===== src/rtl/div_pkg.sv =====
// Shared state encoding, counter sizing and operand magnitude helper for the
// signed long divider.
package div_pkg;

  typedef enum logic [1:0] {
    IDLE,
    CALC,
    FIX,
    DONE
  } state_t;

  localparam int MAX_WIDTH = 64;
  // Sized for the widest legal operand so one counter type serves every WIDTH.
  localparam int CNT_W = $clog2(MAX_WIDTH);

  // Callers sign-extend narrower operands to MAX_WIDTH before the call.
  function automatic logic [MAX_WIDTH-1:0] abs_op(input logic [MAX_WIDTH-1:0] x);
    return x[MAX_WIDTH-1] ? -x : x;
  endfunction

endpackage


===== src/rtl/div_step.sv =====
// One restoring-division iteration: shift in the next dividend bit and
// subtract the divisor magnitude if it fits.
module div_step #(
  parameter int WIDTH = 32
) (
  input  logic [WIDTH-1:0] rem_in,
  input  logic             dvd_bit,
  input  logic [WIDTH-1:0] dvs,
  output logic [WIDTH-1:0] rem_out,
  output logic             q_bit
);

  logic [WIDTH:0] shifted;
  logic [WIDTH:0] diff;

  // The partial remainder stays below the divisor, so the kept value always
  // fits back into WIDTH bits.
  always_comb begin
    shifted = {rem_in, dvd_bit};
    diff    = shifted - {1'b0, dvs};
    q_bit   = (shifted >= {1'b0, dvs});
    rem_out = WIDTH'(q_bit ? diff : shifted);
  end

endmodule


===== src/rtl/signed_long_divider.sv =====
// Multi-cycle restoring divider with signed/unsigned mode and truncating sign
// fixup. Define DIV_ZERO_CHECK_EN to short-circuit division by zero.
module signed_long_divider
  import div_pkg::*;
#(
  parameter int WIDTH = 32
) (
  input  logic             clk,
  input  logic             reset,
  input  logic             in_valid,
  output logic             in_ready,
  input  logic             signed_mode,
  input  logic [WIDTH-1:0] N,
  input  logic [WIDTH-1:0] D,
  output logic             out_valid,
  input  logic             out_ready,
  output logic [WIDTH-1:0] Q,
  output logic [WIDTH-1:0] R,
  output logic             div_zero_err,
  output logic             ovf
);

  localparam logic [WIDTH-1:0] MIN_VAL = {1'b1, {(WIDTH-1){1'b0}}};

  state_t           state_q, state_d;
  logic [CNT_W-1:0] cnt_q, cnt_d;
  logic [WIDTH-1:0] dq_q, dq_d;
  logic [WIDTH-1:0] rem_q, rem_d;
  logic [WIDTH-1:0] dvs_q, dvs_d;
  logic             ns_q, ns_d;
  logic             ds_q, ds_d;
  logic             ovf_pend_q, ovf_pend_d;
  logic [WIDTH-1:0] q_out_q, q_out_d;
  logic [WIDTH-1:0] r_out_q, r_out_d;
  logic             ovf_q, ovf_d;
  logic             out_valid_q, out_valid_d;
  logic             in_ready_q, in_ready_d;
`ifdef DIV_ZERO_CHECK_EN
  logic             dz_q, dz_d;
`endif

  logic [WIDTH-1:0] step_rem;
  logic             step_q;

  // The dividend shifts out of the top of dq while quotient bits enter below.
  div_step #(.WIDTH(WIDTH)) u_step (
    .rem_in  (rem_q),
    .dvd_bit (dq_q[WIDTH-1]),
    .dvs     (dvs_q),
    .rem_out (step_rem),
    .q_bit   (step_q)
  );

  always_comb begin
    state_d     = state_q;
    cnt_d       = cnt_q;
    dq_d        = dq_q;
    rem_d       = rem_q;
    dvs_d       = dvs_q;
    ns_d        = ns_q;
    ds_d        = ds_q;
    ovf_pend_d  = ovf_pend_q;
    q_out_d     = q_out_q;
    r_out_d     = r_out_q;
    ovf_d       = ovf_q;
    out_valid_d = 1'b0;
`ifdef DIV_ZERO_CHECK_EN
    dz_d        = dz_q;
`endif
    case (state_q)
      IDLE: begin
        if (in_valid && in_ready_q) begin
          dq_d       = signed_mode ? WIDTH'(abs_op(MAX_WIDTH'($signed(N)))) : N;
          dvs_d      = signed_mode ? WIDTH'(abs_op(MAX_WIDTH'($signed(D)))) : D;
          ns_d       = N[WIDTH-1] & signed_mode;
          ds_d       = D[WIDTH-1] & signed_mode;
          ovf_pend_d = signed_mode && (N == MIN_VAL) && (D == '1);
          rem_d      = '0;
          cnt_d      = CNT_W'(WIDTH - 1);
          state_d    = CALC;
`ifdef DIV_ZERO_CHECK_EN
          if (D == '0) begin
            q_out_d = '1;
            r_out_d = N;
            dz_d    = 1'b1;
            ovf_d   = 1'b0;
            state_d = DONE;
          end
`endif
        end
      end
      CALC: begin
        rem_d = step_rem;
        dq_d  = {dq_q[WIDTH-2:0], step_q};
        if (cnt_q == '0) begin
          state_d = FIX;
        end else begin
          cnt_d = cnt_q - CNT_W'(1);
        end
      end
      FIX: begin
        q_out_d = (ns_q ^ ds_q) ? -dq_q : dq_q;
        r_out_d = ns_q ? -rem_q : rem_q;
        ovf_d   = ovf_pend_q;
`ifdef DIV_ZERO_CHECK_EN
        dz_d    = 1'b0;
`endif
        state_d = DONE;
      end
      DONE: begin
        // Results land on DONE entry; valid follows one cycle later.
        out_valid_d = 1'b1;
        if (out_valid_q && out_ready) begin
          out_valid_d = 1'b0;
          state_d     = IDLE;
        end
      end
      default: state_d = IDLE;
    endcase
    in_ready_d = (state_d == IDLE);
  end

  always_ff @(posedge clk or negedge reset) begin
    if (!reset) begin
      state_q     <= IDLE;
      cnt_q       <= '0;
      dq_q        <= '0;
      rem_q       <= '0;
      dvs_q       <= '0;
      ns_q        <= 1'b0;
      ds_q        <= 1'b0;
      ovf_pend_q  <= 1'b0;
      q_out_q     <= '0;
      r_out_q     <= '0;
      ovf_q       <= 1'b0;
      out_valid_q <= 1'b0;
      in_ready_q  <= 1'b0;
`ifdef DIV_ZERO_CHECK_EN
      dz_q        <= 1'b0;
`endif
    end else begin
      state_q     <= state_d;
      cnt_q       <= cnt_d;
      dq_q        <= dq_d;
      rem_q       <= rem_d;
      dvs_q       <= dvs_d;
      ns_q        <= ns_d;
      ds_q        <= ds_d;
      ovf_pend_q  <= ovf_pend_d;
      q_out_q     <= q_out_d;
      r_out_q     <= r_out_d;
      ovf_q       <= ovf_d;
      out_valid_q <= out_valid_d;
      in_ready_q  <= in_ready_d;
`ifdef DIV_ZERO_CHECK_EN
      dz_q        <= dz_d;
`endif
    end
  end

  assign in_ready  = in_ready_q;
  assign out_valid = out_valid_q;
  assign Q         = q_out_q;
  assign R         = r_out_q;
  assign ovf       = ovf_q;
`ifdef DIV_ZERO_CHECK_EN
  assign div_zero_err = dz_q;
`else
  assign div_zero_err = 1'b0;
`endif

endmodule


===== config.mk =====
export PLATFORM = sky130hd
export DESIGN_NAME = signed_long_divider
export DESIGN_NICKNAME = d
export VERILOG_FILES = /design/src/rtl/div_pkg.sv /design/src/rtl/div_step.sv /design/src/rtl/signed_long_divider.sv
export SDC_FILE = /design/constraint.sdc
export NUM_CORES = 1
export LEC_CHECK = 0
export BUFFER_PORTS_ARGS = -buffer_cell sky130_fd_sc_hd__buf_4
export CAP_MARGIN = 20
export CORE_UTILIZATION = 35
export CTS_CLUSTER_SIZE = 24
export DETAILED_ROUTE_END_ITERATION = 10
export PLACE_DENSITY_LB_ADDON = 0.05
export SETUP_SLACK_MARGIN = 0.15
export SYNTH_ARGS = -nofsm -noshare
export SYNTH_HDL_FRONTEND = slang
export SYNTH_HIERARCHICAL = 1
export SYNTH_SLANG_ARGS = --single-unit
export TNS_END_PERCENT = 30

===== constraint.sdc =====
create_clock -name clk -period 2.6 [get_ports clk]
set_input_delay 0.26 -clock clk [delete_from_list [all_inputs] [get_ports clk]]
set_output_delay 0.26 -clock clk [all_outputs]
set_load 0.02 [all_outputs]

# Yosys cells after proc, flatten, opt, wreduce, memory -nomap -nowiden
# Cells that the tools add are included.
totals:
  inputBits: 69
  output_inout_bits: 68
  regBits: 174
  word_cells: 61
classes:
  n_reduce_logical: 11
  mux: 20
  n_bitwise: 3
  n_addsub: 6
  n_lt_le_gt_ge: 1
  n_eq_ne: 7
ops:
  columns: ["operator", "count"]
  rows:
  - ["two-way mux 32 bit", 9]
  - ["negator 32 bit", 4]
  - ["case mux 32 bit (2 select lines)", 2]
  - ["equality test 32 bit (second input constant)", 2]
  - ["greater-or-equal comparator 33 x 32 -> 1 bit", 1]
  - ["subtractor 32 bit", 1]
  - ["two-way mux 6 bit", 2]
  - ["case mux 6 bit (2 select lines)", 1]
  - ["case mux 2 bit (4 select lines)", 1]
  - ["logical NOT 6 bit", 1]
  - ["two-way mux 2 bit", 3]
  - ["subtractor 6 x 1 -> 6 bit (second input constant)", 1]
  - ["equality test 2 bit (second input constant)", 2]
  - ["logical AND 1 bit", 4]
  - ["logical NOT 2 bit", 2]
  - ["!= test 2 bit (second input constant)", 2]
  - ["AND reduction 2 bit", 2]
  - ["AND reduction 3 bit", 1]
  - ["AND 1 bit", 2]
  - ["equality test 2 x 1 -> 1 bit (second input constant)", 1]
  - ["two-way mux 1 bit", 2]
  - ["nonzero test 2 bit", 1]
  - ["bitwise XOR 1 bit", 1]

# Logic depth before layout (Yosys ltp)
# Gate-level depths: netlist (run 1).
logic_depth:
  word_depth: 5
  ltp_mapped: 15
  mapped_depth_nobuf: 13

# Modules after synthesis
# The synthesis (run 1) kept the hierarchy.
modules_own_cells:
  columns: ["mod", "cells_per_inst", "area_each_um2", "n_inst", "seq_area_each_um2"]
  rows:
  - ["signed_long_divider", 1122, 9724.3, 1, 4354.2]
  - ["div_step", 335, 2488.6, 1, 0.0]

# Least setup slack after synthesis (run 1)
# OpenSTA, ideal clock, no wires.
synth_timing:
  kind: "register to register"
  from: "reg dq_q[31]"
  to: "reg rem_q[30]"
  path_buffers: 0
  slack_ps: -196
  period_less_slack_ps: 2796
  path_stages_with_launch: 14
  required_ps: 2465
  setup_time_ps: 135
  arrival_time_ps: 2661
  path_cell_list: "dfrtp_1 > inv_1 > ha_1 > fa_1 > nor2b_1 > o2111ai_1 > a211oi_1 > nor3_1 > nor2_2 > a211oi_1 > nand4b_1 > a41o_2 > nand2_1 > o21ai_0"
synth_via:
  elab_chain_cells: 3
  elab_cells_between_ends: 4
  cone_classes: "add/sub (1); order compare (1); mux (2)"
synth_lines:
  columns: ["element", "line_no", "text"]
  rows:
  - ["start, declared", "signed_long_divider.sv:27", "logic [WIDTH-1:0] dq_q, dq_d;"]
  - ["start signal, assigned", "signed_long_divider.sv:144", "dq_q <= dq_d;"]
  - ["subtractor 32 bit / greater-or-equal comparator 33 x 32 -> 1 bit (equally long branches)", "div_step.sv:20, div_step.sv:21", null]
  - ["two-way mux 32 bit *", "div_step.sv:22", "rem_out = WIDTH'(q_bit ? diff : shifted);"]
  - ["named net step_rem[30]", "signed_long_divider.sv:42", "logic [WIDTH-1:0] step_rem;"]
  - ["case mux 32 bit (2 select lines) *", "signed_long_divider.sv:70", "case (state_q)"]
  - ["end signal, assigned", "signed_long_divider.sv:145", "rem_q <= rem_d;"]
  - ["end, declared", "signed_long_divider.sv:28", "logic [WIDTH-1:0] rem_q, rem_d;"]
# Mark *: on every way through the listed nets, which the timed path passes. The rest lies on a longest branch.
# A chain may end at the register's enable or synchronous reset.

# Worst setup path in the final report (run 1)
layout_timing:
  from: "reg rem_q[3]"
  to: "reg rem_q[19]"
layout_via:
  elab_chain_cells: 3
  elab_cells_between_ends: 4
  cone_classes: "add/sub (1); order compare (1); mux (2)"
layout_lines:
  columns: ["element", "line_no", "text"]
  rows:
  - ["greater-or-equal comparator 33 x 32 -> 1 bit", "div_step.sv:21", "q_bit = (shifted >= {1'b0, dvs});"]
  - ["named net step_q", "signed_long_divider.sv:43", "logic step_q;"]
  - ["two-way mux 32 bit", "div_step.sv:22", null]
  - ["named net step_rem[19]", "signed_long_divider.sv:42", null]
  - ["case mux 32 bit (2 select lines)", "signed_long_divider.sv:70", null]
# The timed path passes the listed nets, and every way through them passes these cells.

==> run_results.csv, run 1 <==
group,metric,value,unit
die,die_y,188.8,um
synthesis,yosys-top-cells-count,"nand2_1 (237), dfrtp_1 (174), o21ai_0 (172), nor2_1 (89), a21oi_1 (67)",
finish,area_growth,29.41,%
synthesis,yosys.area.top_type_share,35.65,%
clock_tree,cts_made_buffers,17,
route,drt-initial-drc-count,672,
global_routing,track_usage,21.60,%
clock_tree,htree_num_levels,4,
sta,slew_violations,0,
synthesis,synth-seq-cells,174,
placement,dp_slack,-334.2,ps
setup_path,crit_required,2910,ps
sta,relSlewSlack,52.14,%
synthesis,synth_area,12210,um^2
global_routing,grt_pass1_wl,60.49,mm
route,viasPerCell,5.208,
sta,setup_ws,-156.1,ps
setup_path,r2r_end,"rem_q[19]",
finish,drive_gt1_share,26.15,%
finish,num-nets-final,1812,
route,wl,37.62,mm
die,die_w,188.8,um
sta,skew,10.36,ps
synthesis,synthFlopType,"dfrtp_1",
route,wire_per_inst,17.32,um
flow_run,cap_viol_max_count,0,
worst_hold_path,worstHoldStart,"out_ready",
die,initial_core_util,35.44,%
die,rows,68,
synthesis,synth-edff-count,0,
die,design.die.area,35650,um^2
synthesis,synthArstFlopShare,100.0,%
setup_path,crit_fanout,7,
sta,hold_viol_final,0,
worst_hold_path,holdCritPathClass,"primary input to flop",
die,io_pins,137,
power,cellPowerDensity,1571,nW/um^2
die,coreArea,34460,um^2
setup_path,worstSetupPathType,"flop to flop",
clock_tree,clockBufferDepth,2,
setup_path,worstRegToRegCells,14,
clock_tree,insertion_delay,450,ps
setup_path,r2r-start,"rem_q[3]",
synthesis,synthTopCellsByArea,"dfrtp_1 (36%), nand2_1 (7.3%), o21ai_0 (7.0%)",
global_routing,grt_pass1_vias,10753,
global_routing,grt_antenna_before_repair,0,
sta,rsz0062_at_grt,"yes",
sta,period_share,106.0,%
synthesis,synth.yosys.seq_area_share,35.65,%
setup_path,worst_path_max_delay_cell,"dfrtp_1",
route,firstDrtPassIters,5,
synthesis,synthCells,1457,
worst_hold_path,hold_depth,2,
sta,min_period,2756,ps
setup_path,cp-end-kind,"flop",
outcome,violations,"negative setup slack",
clock_tree,clk_root_buffer_cell,"clkbuf_16",
outcome,outcome,"finished with violations",
sta,timing.fmax,0.3628,GHz
synthesis,synth.avg_cell_area,8.382,um^2
setup_path,worstSetupStartpointType,"flop",
clock_tree,cts_tree,"done",
clock_tree,clock_sinks,174,
sta,tightest_slew,716.2,ps
route,postRouteAntennaNets,0,
placement,dp_hpwl,29.39,mm
global_routing,grt_start_max_net_pins,65,
finish,antenna_cells,0,
synthesis,yosysMostFrequentCell,"nand2_1",
synthesis,syn_nets,1565,
setup_path,cp_cell_sequence,"ha_4, a21o_1, a31o_1, buf_6, o211ai_4, a211oi_4, nor3_4, o211ai_4, a21oi_4, inv_4, buf_12, mux2_4, nand2_1, o21ai_1",
power,p_leak,6.974,nW
placement,io_buffers,135,
placement,gp_congestion,0.8452,
synthesis,synth_top_area_cell,"dfrtp_1",
synthesis,synth.distinct_cells,84,
setup_path,rrSetupSlack,-160,ps
power,peakVddDrop,0.0006390,V
route,drc_errors,0,
finish,utilization,45.87,%
clock_tree,path_clk_slew,70,ps
setup_path,slowest_delay,420,ps
global_routing,grt_overflow,0,
route,vias,11311,
setup_path,crit_arrival,3070,ps
setup_path,crit_path_frequent_cell,"o211ai_4",
worst_hold_path,hold_end,"out_valid",
synthesis,yosys_warnings,6,
sta,finalSetupViolations,29,
## state kept, by name, indices dropped and copies added (netlist names)
name and count:
Q 32, R 32, dq_q 32, dvs_q 32, rem_q 32, cnt_q 6
state_q 2, ds_q 1, in_ready 1, ns_q 1, out_valid 1, ovf 1
ovf_pend_q 1
## layout by cell type (no fill, tap or decap), types with 11 or more instances in the layout
master	netlist	routed
buf_4	1	302
nand2_1	237	235
dfrtp_1	174	174
o21ai_0	172	142
nor2_1	89	86
xnor2_1	64	63
a21oi_1	67	61
xor2_1	59	59
inv_1	57	53
nor3_1	40	39
o21ai_1	7	36
nand3_1	26	25
o31ai_1	26	25
ha_1	38	25
mux2i_1	24	24
mux2_4	24	24
nor4_1	22	22
nand4_1	21	21
clkbuf_16	0	18
o41ai_1	16	16
a22o_1	16	16
a31oi_1	16	14
a22oi_1	14	14
ha_4	0	11
## per-layer routing
layer	wire (um)	vias to the layer above	GRT usage (%)
met3	1592	30	2.812
met4	445	0	4.963
li1	-	5692	-
met5	0	-	0
met2	14470	274	29.06
met1	21110	5315	35.35
## worst max-delay path by stage
stage	from	to	slack (ps)	depth (start not counted)
after floorplan	rem_q[23]	rem_q[10]	-70	14
after global placement	dq_q[31]	rem_q[24]	-360	14
after detailed placement	dq_q[31]	rem_q[24]	-330	14
after CTS	dvs_q[0]	rem_q[20]	-180	13
after global routing	rem_q[5]	rem_q[24]	-280	13
final	rem_q[3]	rem_q[19]	-160	14
## worst max-delay path, delay by kind of cell (launching register included)
family	cells	cell delay (ps)
simple gates	2	240
flops	1	420
fa+ha+maj	1	260
compound gates	7	1060
buf+inv	3	360
mux	1	290
## cell type report
type	instances	area (um^2)
clock buffer	18	429.2
clock inverter	14	166.4
fill	3492	18650
inverter	58	220.2
multi-input combinational	1139	7607
sequential	174	4354
tap	455	569.3
timing repair buffer	314	2459
## cell families (layout without fill, tap and decap cells)
group                    after synthesis  after routing  synth area share, %
AO/OA/AOI/OAI                        403            403                20.53
multiplexers                          48             48                4.918
XOR/XNOR                             123            123                8.821
adder cells (fa/ha/maj)               39             39                4.057
flip-flops                           174            174                35.65
buffers and inverters                144            404                5.030
other                                  1              1              0.03071
AND/OR/NAND/NOR                      525            525                20.96
## power breakdown
part	internal [mW]	leakage, nW	switching (mW)
sequential	3.98	2.18	1.13
combinational	8.26	4.51	8.81
clock	1.43	0.286	1.20
total	13.7	6.97	11.1
## metrics by stage
stage          hold slack (ps)  cells  power, mW  TNS (ps)  instance area (um^2)
4_1_cts                  12.21   2166      24.50     -4161                 15680
6_report                 36.38   2172      24.82     -3599                 15810
3_5_place_dp             111.1   2130      21.39     -6721                 14920
2_1_floorplan           -35.59   1457      15.41     -1872                 12370
5_1_grt                  18.60   2172      26.83     -7441                 15810
3_3_place_gp             110.5   2130      21.27     -5314                 14920
## repair_timing
item                                   in CTS  in global routing
pin swaps                                  12                 10
endpoints found under the hold margin     135                  0
setup buffers                               3                  5
hold buffers                                1                  0
gates resized for setup                    26                 22
gates cloned                                0                  1
setup endpoints to repair                  33                 35
Note: power is estimated with default switching activity, not from simulation.
==> inputs of run 2 (changes only) <==
Settings changed: CORE_MARGIN set to 4, CTS_CLUSTER_DIAMETER set to 120, RECOVER_POWER set to 100.
==> run 2 against run 1 <==
Effect of this change: sequential power increased by 0.8%; global-route usage decreased by 0.99 points; clock-buffer cell count unchanged; the flow still finishes with violations (negative setup slack); hold slack improved by 3.3 ps; combinational power about the same; setup slack got worse by 62 ps.
==> run_results.csv, run 2 (synthesized netlist as in run 1, its figures left out) <==
group,metric,value,unit
setup_path,rrSetupSlack,-220,ps
route,vias,11362,
setup_path,r2r-start,"rem_q[3]",
setup_path,worst_path_max_delay_cell,"dfrtp_1",
route,wl,39.72,mm
outcome,violations,"negative setup slack",
sta,setup_ws,-218.6,ps
clock_tree,path_clk_slew,80,ps
finish,final_cell_mix,"buf_4 (234), nand2_1 (233), dfrtp_1 (172)",
global_routing,use_met1,33.93,%
sta,skew,14.85,ps
sta,timing.fmax,0.3548,GHz
setup_path,worstSetupStartpointType,"flop",
route,drt-initial-drc-count,790,
sta,rsz0062_at_grt,"yes",
setup_path,worstSetupPathType,"flop to flop",
route,firstDrtPassIters,6,
finish,area_growth,27.35,%
setup_path,slowest_delay,440,ps
global_routing,grt_start_max_net_pins,114,
clock_tree,cts_tree,"done",
sta,hold_viol_final,0,
clock_tree,insertion_delay,450,ps
die,coreArea,34460,um^2
route,drc_errors,0,
placement,gp_congestion,0.8570,
setup_path,crit_arrival,3120,ps
sta,relSlewSlack,11.09,%
clock_tree,cts_made_buffers,17,
die,design.die.area,37950,um^2
sta,period_share,108.4,%
sta,min_period,2819,ps
setup_path,crit_family,"compound AO/OA/AOI/OAI gates",
clock_tree,clockBufferDepth,2,
sta,slew_violations,0,
global_routing,grtUsageMet2,28.45,%
finish,utilization,45.14,%
power,p_leak,6.714,nW
clock_tree,clk_root_buffer_cell,"clkbuf_16",
global_routing,use_met3,2.895,%
global_routing,grt_overflow,0,
global_routing,grt_antenna_before_repair,0,
setup_path,cp-endpoint,"rem_q[13]",
global_routing,track_usage,20.61,%
setup_path,crit_required,2900,ps
clock_tree,clock_sinks,174,
finish,num-nets-final,1816,
die,rows,68,
setup_path,path_depth,12,
placement,io_buffers,135,
setup_path,worstRegToRegCells,12,
route,viasPerCell,5.222,
flow_run,cap_viol_max_count,0,
worst_hold_path,holdCritPathClass,"primary input to flop",
sta,tightest_slew,1334,ps
setup_path,worstSetupStartpoint,"rem_q[3]",
setup_path,r2r_end,"rem_q[13]",
power,peakVddDrop,0.0006699,V
die,die_w,194.8,um
setup_path,cp.buffers_inverters,1,
setup_path,cp-end-kind,"flop",
die,die_y,194.8,um
finish,antenna_cells,0,
outcome,outcome,"finished with violations",
global_routing,grt_busiest_layer,"met1",
route,wire_per_inst,18.25,um
die,initial_core_util,35.44,%
placement,dp_hpwl,30.27,mm
clock_tree,htree_num_levels,4,
finish,drive_gt1_share,22.60,%
setup_path,crit_fanout,8,
finish,final_common_cell,"buf_4",
power,cellPowerDensity,1602,nW/um^2
global_routing,grt_pass1_wl,63.08,mm
setup_path,cp_cell_sequence,"ha_4, a21o_1, a31o_1, o211ai_2, a211oi_4, nor3_4, o211ai_4, a21oi_4, bufinv_16, mux2_4, nand2_2, o21ai_1",
global_routing,grt_pass1_vias,11016,
route,postRouteAntennaNets,0,
die,io_pins,137,
sta,finalSetupViolations,33,
sta,finalSetupTns,-5017,ps
[run 2: cell count changes in the layout (fill, tap and decap cells not counted), moves of 3 or more]
cell,change
a21oi_1,-5
clkbuf_1,+70
buf_4,-68
o21ai_1,-5
a21oi_2,+5
o21ai_0,+4
clkbuf_4,+3
ha_4,+3
[run 2: worst reg2reg max path: stages, from the launching register on]
cell	delay [ps]
dfrtp_1	440
ha_4	270
a21o_1	170
a31o_1	230
o211ai_2	230
a211oi_4	110
nor3_4	180
o211ai_4	110
a21oi_4	270
bufinv_16	240
mux2_4	300
nand2_2	50
o21ai_1	70
[run 2: per-layer routing]
layer  vias up  part of all wire, %
met4         0                 0.84
met2       273                   40
met1      5350                   55
met3        21                  4.7
met5         -                    0
li1       5718                    -
[run 2: cell type report]
class,instances,area [um^2]
clock buffer,18,429.2
clock inverter,14,116.4
fill,3537,18900
inverter,58,244.0
multi-input combinational,1139,7646
sequential,174,4357
tap,455,569.3
timing repair buffer,316,2156
timing repair inverter,2,36.28
[run 2: how the worst min path moves through the flow]
stage / cells past startpoint / startpoint / slack (ps) / end
4_1_cts: 2 / out_ready / 20 / out_valid
6_report: 2 / out_ready / 40 / out_valid
5_1_grt: 2 / out_ready / 40 / out_valid
2_1_floorplan: 0 / reset / -40 / Q[0]
3_3_place_gp: 1 / reset / 130 / R[21]
3_5_place_dp: 1 / reset / 130 / R[21]
[run 2: timing repair]
item                                    CTS  global route
hold buffers                              1             0
endpoints found under the setup margin   33            35
resized for setup                        49            13
hold endpoints to repair                 19             0
pin swaps                                18             3
cloned                                    2             0
buffers inserted                          6             3
[run 2: power by group]
| group | switching, mW | total, mW | internal, mW |
|---|---|---|---|
| sequential | 1.16 | 5.15 | 3.98 |
| clock | 1.22 | 2.46 | 1.24 |
| combinational | 9.18 | 17.3 | 8.12 |
| total | 11.6 | 24.9 | 13.3 |
[run 2: metrics by stage]
| stage | setup WS, ps | instance area, um^2 | power [mW] | std cells | hold WS [ps] |
|---|---|---|---|---|---|
| CTS | -174.4 | 15790 | 25.12 | 2172 | 22.18 |
| finish | -218.6 | 15550 | 24.91 | 2176 | 39.64 |
| detailed placement | -461.7 | 14920 | 21.56 | 2131 | 135.0 |
| floorplan | -72.97 | 12370 | 15.41 | 1457 | -35.59 |
| global placement | -476.1 | 14920 | 21.41 | 2131 | 132.4 |
| global route | -315.9 | 15550 | 26.96 | 2176 | 39.31 |
